===== src/rtl/fx_pkg.sv =====
// Shared constants for the FX command parser: the address width, the two
// opcodes the host may send, and the parser state encoding.
package fx_pkg;

  localparam int FX_AW = 22;

  localparam logic [7:0] OP_WR = 8'h57;
  localparam logic [7:0] OP_RD = 8'h52;

  // State encoding kept as plain constants so legacy tools and probes can
  // match on raw values.
  localparam logic [3:0] ST_IDLE     = 4'd0;
  localparam logic [3:0] ST_A2       = 4'd1;
  localparam logic [3:0] ST_A1       = 4'd2;
  localparam logic [3:0] ST_A0       = 4'd3;
  localparam logic [3:0] ST_ARG      = 4'd4;
  localparam logic [3:0] ST_WR       = 4'd5;
  localparam logic [3:0] ST_RD_ISSUE = 4'd6;
  localparam logic [3:0] ST_RD_CAP   = 4'd7;
  localparam logic [3:0] ST_RD_SEND  = 4'd8;

  // True for the bytes that may legally start a packet.
  function automatic logic is_opcode(input logic [7:0] b);
    return (b == OP_WR) || (b == OP_RD);
  endfunction

endpackage


===== src/rtl/fx_cmd_parser_if.sv =====
// Bundles the byte streams to and from the USB FIFO side together with the
// write/read bus toward control_top. The parser is the master of this bundle;
// the surrounding system (FIFO logic, control_top or a bench) is the slave.
interface fx_cmd_parser_if;
  import fx_pkg::*;

  logic [7:0]       rx_data;
  logic             rx_valid;
  logic             rx_ready;
  logic [7:0]       tx_data;
  logic             tx_valid;
  logic             tx_ready;
  logic [FX_AW-1:0] fx_waddr;
  logic             fx_wr;
  logic [7:0]       fx_data;
  logic             fx_rd;
  logic [FX_AW-1:0] fx_raddr;
  logic [7:0]       fx_q;

  modport master (
    input  rx_data, rx_valid, tx_ready, fx_q,
    output rx_ready, tx_data, tx_valid, fx_waddr, fx_wr, fx_data, fx_rd, fx_raddr
  );

  modport slave (
    output rx_data, rx_valid, tx_ready, fx_q,
    input  rx_ready, tx_data, tx_valid, fx_waddr, fx_wr, fx_data, fx_rd, fx_raddr
  );

endinterface


===== src/rtl/fx_cmd_parser.sv =====
// Byte-stream command parser. Collects five-byte packets (opcode, three
// address bytes, argument) from the host and turns them into a single write
// strobe or a burst of reads whose data is streamed back byte by byte.
// Partial packets are abandoned after TIMEOUT_CYC quiet cycles; malformed
// openings and timeouts are counted in a saturating error counter.
module fx_cmd_parser
  import fx_pkg::*;
#(
  parameter int TIMEOUT_CYC = 50000
) (
  input  logic                 clk_sys,
  input  logic                 rst,
  fx_cmd_parser_if.master      bus,
  output logic                 busy,
  output logic [7:0]           err_cnt
);

  localparam int IDLE_W = (TIMEOUT_CYC > 2) ? $clog2(TIMEOUT_CYC) : 1;
  localparam logic [IDLE_W-1:0] IDLE_LAST = IDLE_W'(TIMEOUT_CYC - 1);

  logic [3:0]        state;
  logic              is_read;
  logic [FX_AW-1:0]  addr_reg;
  logic [7:0]        arg_reg;
  logic [7:0]        tx_data_reg;
  logic              tx_valid_reg;
  logic [IDLE_W-1:0] idle_cnt;

  logic in_header;
  logic rx_ready_int;
  logic rx_fire;
  logic tx_fire;
  logic bad_opcode;
  logic timeout_hit;
  logic proto_err;

  // Handshake and error qualifiers, all derived from the current state.
  always_comb begin
    in_header    = (state == ST_A2) || (state == ST_A1) ||
                   (state == ST_A0) || (state == ST_ARG);
    rx_ready_int = (state == ST_IDLE) || in_header;
    rx_fire      = bus.rx_valid && rx_ready_int;
    tx_fire      = tx_valid_reg && bus.tx_ready;
    bad_opcode   = (state == ST_IDLE) && rx_fire && !is_opcode(bus.rx_data);
    timeout_hit  = in_header && !rx_fire && (idle_cnt == IDLE_LAST);
    proto_err    = bad_opcode || timeout_hit;
  end

  assign bus.rx_ready = rx_ready_int;
  assign bus.tx_data  = tx_data_reg;
  assign bus.tx_valid = tx_valid_reg;
  assign bus.fx_waddr = addr_reg;
  assign bus.fx_raddr = addr_reg;
  assign bus.fx_data  = arg_reg;
  assign bus.fx_wr    = (state == ST_WR);
  assign bus.fx_rd    = (state == ST_RD_ISSUE);
  assign busy         = (state != ST_IDLE);

  // Packet FSM: header collection, the write strobe, and the read loop
  // (issue, capture, hand back one byte at a time).
  always_ff @(posedge clk_sys) begin
    if (rst) begin
      state        <= ST_IDLE;
      is_read      <= 1'b0;
      addr_reg     <= '0;
      arg_reg      <= '0;
      tx_data_reg  <= '0;
      tx_valid_reg <= 1'b0;
    end else begin
      case (state)
        ST_IDLE: begin
          if (rx_fire && is_opcode(bus.rx_data)) begin
            is_read <= (bus.rx_data == OP_RD);
            state   <= ST_A2;
          end
        end
        ST_A2: begin
          if (rx_fire) begin
            addr_reg[21:16] <= bus.rx_data[5:0];
            state           <= ST_A1;
          end else if (timeout_hit) begin
            state <= ST_IDLE;
          end
        end
        ST_A1: begin
          if (rx_fire) begin
            addr_reg[15:8] <= bus.rx_data;
            state          <= ST_A0;
          end else if (timeout_hit) begin
            state <= ST_IDLE;
          end
        end
        ST_A0: begin
          if (rx_fire) begin
            addr_reg[7:0] <= bus.rx_data;
            state         <= ST_ARG;
          end else if (timeout_hit) begin
            state <= ST_IDLE;
          end
        end
        ST_ARG: begin
          if (rx_fire) begin
            arg_reg <= bus.rx_data;
            state   <= is_read ? ST_RD_ISSUE : ST_WR;
          end else if (timeout_hit) begin
            state <= ST_IDLE;
          end
        end
        ST_WR: begin
          state <= ST_IDLE;
        end
        ST_RD_ISSUE: begin
          state <= ST_RD_CAP;
        end
        ST_RD_CAP: begin
          tx_data_reg  <= bus.fx_q;
          tx_valid_reg <= 1'b1;
          state        <= ST_RD_SEND;
        end
        ST_RD_SEND: begin
          if (tx_fire) begin
            tx_valid_reg <= 1'b0;
            if (arg_reg == 8'd0) begin
              state <= ST_IDLE;
            end else begin
              addr_reg <= addr_reg + FX_AW'(1);
              arg_reg  <= arg_reg - 8'd1;
              state    <= ST_RD_ISSUE;
            end
          end
        end
        default: begin
          state <= ST_IDLE;
        end
      endcase
    end
  end

  // Quiet-cycle counter; only runs while a header is half-collected.
  always_ff @(posedge clk_sys) begin
    if (rst) begin
      idle_cnt <= '0;
    end else if (!in_header || rx_fire || timeout_hit) begin
      idle_cnt <= '0;
    end else begin
      idle_cnt <= idle_cnt + IDLE_W'(1);
    end
  end

  // Saturating protocol error count; one step per cycle at most.
  always_ff @(posedge clk_sys) begin
    if (rst) begin
      err_cnt <= 8'd0;
    end else if (proto_err && (err_cnt != 8'hFF)) begin
      err_cnt <= err_cnt + 8'd1;
    end
  end

endmodule


===== src/flat_wrapper.sv =====
// flat-port wrapper written by rule: the top's interface ports become plain ports
module fx_cmd_parser_flat import fx_pkg::*;
#(
  parameter int TIMEOUT_CYC = 50000
)
  (clk_sys, rst, busy, err_cnt, bus_rx_data, bus_rx_valid, bus_tx_ready, bus_fx_q, bus_rx_ready, bus_tx_data, bus_tx_valid, bus_fx_waddr, bus_fx_wr, bus_fx_data, bus_fx_rd, bus_fx_raddr);
  fx_cmd_parser_if bus_i ();
  input  logic clk_sys;
  input  logic rst;
  output logic busy;
  output logic [7:0] err_cnt;
  input wire logic [$bits(bus_i.rx_data)-1:0] bus_rx_data;
  input wire logic [$bits(bus_i.rx_valid)-1:0] bus_rx_valid;
  input wire logic [$bits(bus_i.tx_ready)-1:0] bus_tx_ready;
  input wire logic [$bits(bus_i.fx_q)-1:0] bus_fx_q;
  output wire logic [$bits(bus_i.rx_ready)-1:0] bus_rx_ready;
  output wire logic [$bits(bus_i.tx_data)-1:0] bus_tx_data;
  output wire logic [$bits(bus_i.tx_valid)-1:0] bus_tx_valid;
  output wire logic [$bits(bus_i.fx_waddr)-1:0] bus_fx_waddr;
  output wire logic [$bits(bus_i.fx_wr)-1:0] bus_fx_wr;
  output wire logic [$bits(bus_i.fx_data)-1:0] bus_fx_data;
  output wire logic [$bits(bus_i.fx_rd)-1:0] bus_fx_rd;
  output wire logic [$bits(bus_i.fx_raddr)-1:0] bus_fx_raddr;
  assign bus_i.rx_data = bus_rx_data;
  assign bus_i.rx_valid = bus_rx_valid;
  assign bus_i.tx_ready = bus_tx_ready;
  assign bus_i.fx_q = bus_fx_q;
  assign bus_rx_ready = bus_i.rx_ready;
  assign bus_tx_data = bus_i.tx_data;
  assign bus_tx_valid = bus_i.tx_valid;
  assign bus_fx_waddr = bus_i.fx_waddr;
  assign bus_fx_wr = bus_i.fx_wr;
  assign bus_fx_data = bus_i.fx_data;
  assign bus_fx_rd = bus_i.fx_rd;
  assign bus_fx_raddr = bus_i.fx_raddr;
  fx_cmd_parser #(.TIMEOUT_CYC(TIMEOUT_CYC)) u_core (.clk_sys(clk_sys), .rst(rst), .bus(bus_i), .busy(busy), .err_cnt(err_cnt));
endmodule

===== config.mk =====
export PLATFORM = sky130hd
export DESIGN_NAME = fx_cmd_parser_flat
export DESIGN_NICKNAME = d
export VERILOG_FILES = /design/src/rtl/fx_pkg.sv /design/src/rtl/fx_cmd_parser_if.sv /design/src/rtl/fx_cmd_parser.sv /design/src/flat_wrapper.sv
export SDC_FILE = /design/constraint.sdc
export NUM_CORES = 1
export LEC_CHECK = 0
export CORE_UTILIZATION = 55
export CTS_CLUSTER_DIAMETER = 50
export DETAILED_ROUTE_END_ITERATION = 8
export DONT_BUFFER_PORTS = 1
export PLACE_DENSITY = 0.73
export REMOVE_ABC_BUFFERS = 1
export SLEW_MARGIN = 25
export SYNTH_ARGS = -nofsm -noshare
export SYNTH_HDL_FRONTEND = slang
export SYNTH_SLANG_ARGS = --single-unit

===== constraint.sdc =====
create_clock -name clk_sys -period 2.15 [get_ports clk_sys]
set_clock_uncertainty 0.1 [all_clocks]
set_input_delay 0.645 -clock clk_sys [delete_from_list [all_inputs] [get_ports clk_sys]]
set_output_delay 0.645 -clock clk_sys [all_outputs]
set_load 0.01 [all_outputs]

==> metrics <==
Max-Cap Viols 0; clk_lat worst skew 350 ps; initial antenna violation count 0; worst-case hold slack 257.9 ps; placed insts 618; H-tree depth 3; filler cell count 603; multiplexer area fraction after synthesis 1.010%; cell area after layout 4629 sq um; PortBufs 0; Leakage Power 1.620 nW; type of the worst setup path register to register; CP Launch Type register; Critical Path AT 2290 ps; Max-slew headroom 68.53%; Power Density 524.8 nW/um^2; Starting Density 57.70%; Worst R2R Setup Slack 30 ps; Finished Core Util 67.40%; outcome finished clean; FF-to-FF path depth 5; Die ar. 7551 sq um; number of synthesized flops with an enable pin 0; DR iter-0 viols 263; Antenna Nets Post-Route 0; Final Max Slew Viols 0; syn avg cell area 7.865 sq um; Setup crit end u_core.bus.fx_raddr[17]; reg2reg start u_core.state[2]; synthesized instance count 504; clock-pin transition on the worst setup and hold timing paths 70 ps; # DRC 0; post-synth cell types 67; final WL 11040 um; main combinational cell family by area after synthesis simple AND/OR/NAND/NOR gates; gpl congestion 0.9212; area of the mapped netlist 3964 sq um; Site Rows 30; Vias 4019; Num CTS Buffers 9; type of the most critical hold path input pin to register; Cell Area, Placed 4327 sq um; TritonCTS clock tree built; worst vdd ir 0.3029 mV; Ports 93; DP HPWL 7546 um; Die X 86.90 um; Synth async-reset ratio 0%; clk sink count 68; Final Hold Vio Count 0; Critical Path RT 2320 ps; Peak Freq 472.2 MHz; XOR/XNOR share of the synthesized area 3.756%; n_diodes 0; post-synthesis compound-gate area fraction 25.32%; die height 86.90 um; wire per inst 17.33 um; crit share post-route 98.50%; clock buffer depth 2; final setup fails 0; register area share after synthesis 34.34%; Final Critical Period 2118 ps; Synth Warn # 0; reg2reg end u_core.bus.fx_raddr[17]; NumNets Final 561; Area growth, synth to finish 16.79%; share of cells above drive strength 1 20.70%; vias in the first global route 3721; gr usage total 29.29%; Tot Pwr 2.430 mW; Synth Area in Adders 1.578%; #FFs+latches synth 68; largest net degree at the start of global routing 50; ys flop type dfxtp_1; max FFs per register 22; critical path startpoint u_core.state[2]; Worst-Margin Slew 469.8 ps; hold path depth 1; core box area 6869 sq um; drt via density 6.309; first-pass GRT wire length 17380 um; gr ovfl total 0; root buffer cell clkbuf_8; Synth Area in Simple Gates 25.66%; drt first pass iters 6; Crit Path Max Fanout 22; Worst Setup End Kind register; RSZ-0062 raised after global routing true; Layout Cells excl Fill 637
[per-stage QoR]
step	setup WS (ps)	setup TNS, ps
5_1_grt	-57.70	-253.1
3_3_place_gp	-139.2	-621.8
4_1_cts	5.429	0
6_report	32.21	0
3_5_place_dp	-167.8	-966.7
2_1_floorplan	-767.3	-13240
[Yosys cell counts (10+ instances only)]
| cell | number | share of area, % |
|---|---|---|
| nand2_1 | 50 | 4.7 |
| nand3_1 | 17 | 2.1 |
| a21oi_1 | 52 | 6.6 |
| nor3_1 | 12 | 1.5 |
| buf_4 | 23 | 4.4 |
| inv_1 | 10 | 0.95 |
| nor2_1 | 39 | 3.7 |
| o21ai_0 | 41 | 5.2 |
| nor4_1 | 10 | 1.6 |
| dfxtp_1 | 68 | 34 |
| clkbuf_1 | 19 | 1.8 |
[worst min-delay path by stage]
stage                                  start                     to  slack (ps)
after global routing                     rst  u_core.bus.fx_data[2]         250
after CTS                                rst  u_core.bus.fx_data[3]         250
after detailed placement  u_core.idle_cnt[0]     u_core.idle_cnt[0]         340
after global placement    u_core.idle_cnt[0]     u_core.idle_cnt[0]         330
final                                    rst  u_core.bus.fx_data[2]         260
after floorplan           u_core.idle_cnt[0]     u_core.idle_cnt[0]         320
[kinds of logic (layout without fill, tap and decap cells)]
kind of cell	count (synthesis)	count (layout)
adders and majority gates	5	5
buffers and inverters	61	98
and+or+nand+nor	192	192
muxes	4	4
AOI/OAI and AO/OA	157	157
DFF	68	68
xor gates and xnor gates	17	17
[repair_timing]
action	in CTS	in global routing
setup endpoints to repair	8	13
buffers inserted	0	3
pin swaps	0	4
hold buffers	0	0
resized for setup	6	16
[routing by layer]
| metal | share of wire (%) | track usage (%) | wire [um] | up-vias |
|---|---|---|---|---|
| met4 | 2.5 | 12.27 | 274 | 0 |
| met5 | 0 | 0 | 0 | - |
| met3 | 6.9 | 6.066 | 761 | 29 |
| met2 | 48 | 49.18 | 5260 | 165 |
| met1 | 43 | 36.44 | 4746 | 1915 |
| li1 | - | - | - | 1910 |
[cell type report]
type	count	area (sq um)	area share (%)
clock buffer	12	155.1	3.351
clock inverter	4	47.55	1.027
inverter	11	41.29	0.8919
multi-input combinational	375	2335	50.43
sequential	68	1370	29.59
tap	96	120.1	2.595
timing repair buffer	71	560.5	12.11
[critical path: stages, from the launching register on]
cell and delay (ps):
dfxtp_4 370, or4b_1 610, buf_6 220, o211ai_1 400
o21ai_0 160, a21oi_1 180
[cells in the final DEF (no fill, tap or decap), types with 3 or more instances in the layout]
cell type	instances
a211oi_1	8
a21oi_1	50
a311oi_1	4
a31o_2	5
a31oi_1	4
a32o_1	3
and2_1	7
and3_1	9
and4_1	5
buf_4	67
clkbuf_8	11
dfxtp_1	63
dfxtp_2	4
ha_1	5
inv_1	10
mux2i_1	4
nand2_1	50
nand2b_1	3
nand3_1	17
nand4_1	9
nand4b_1	4
nor2_1	39
nor2b_1	3
nor3_1	12
nor4_1	10
o21a_1	5
o21ai_0	41
o31ai_1	5
or3_1	4
or4_1	4
xnor2_1	9
xor2_1	8
[where the power goes]
group / internal [mW] / switching (mW)
registers: 1.26 / 0.00678
logic: 0.0307 / 0.0399
clock network: 0.596 / 0.496
Note: power is estimated with default switching activity, not from simulation.
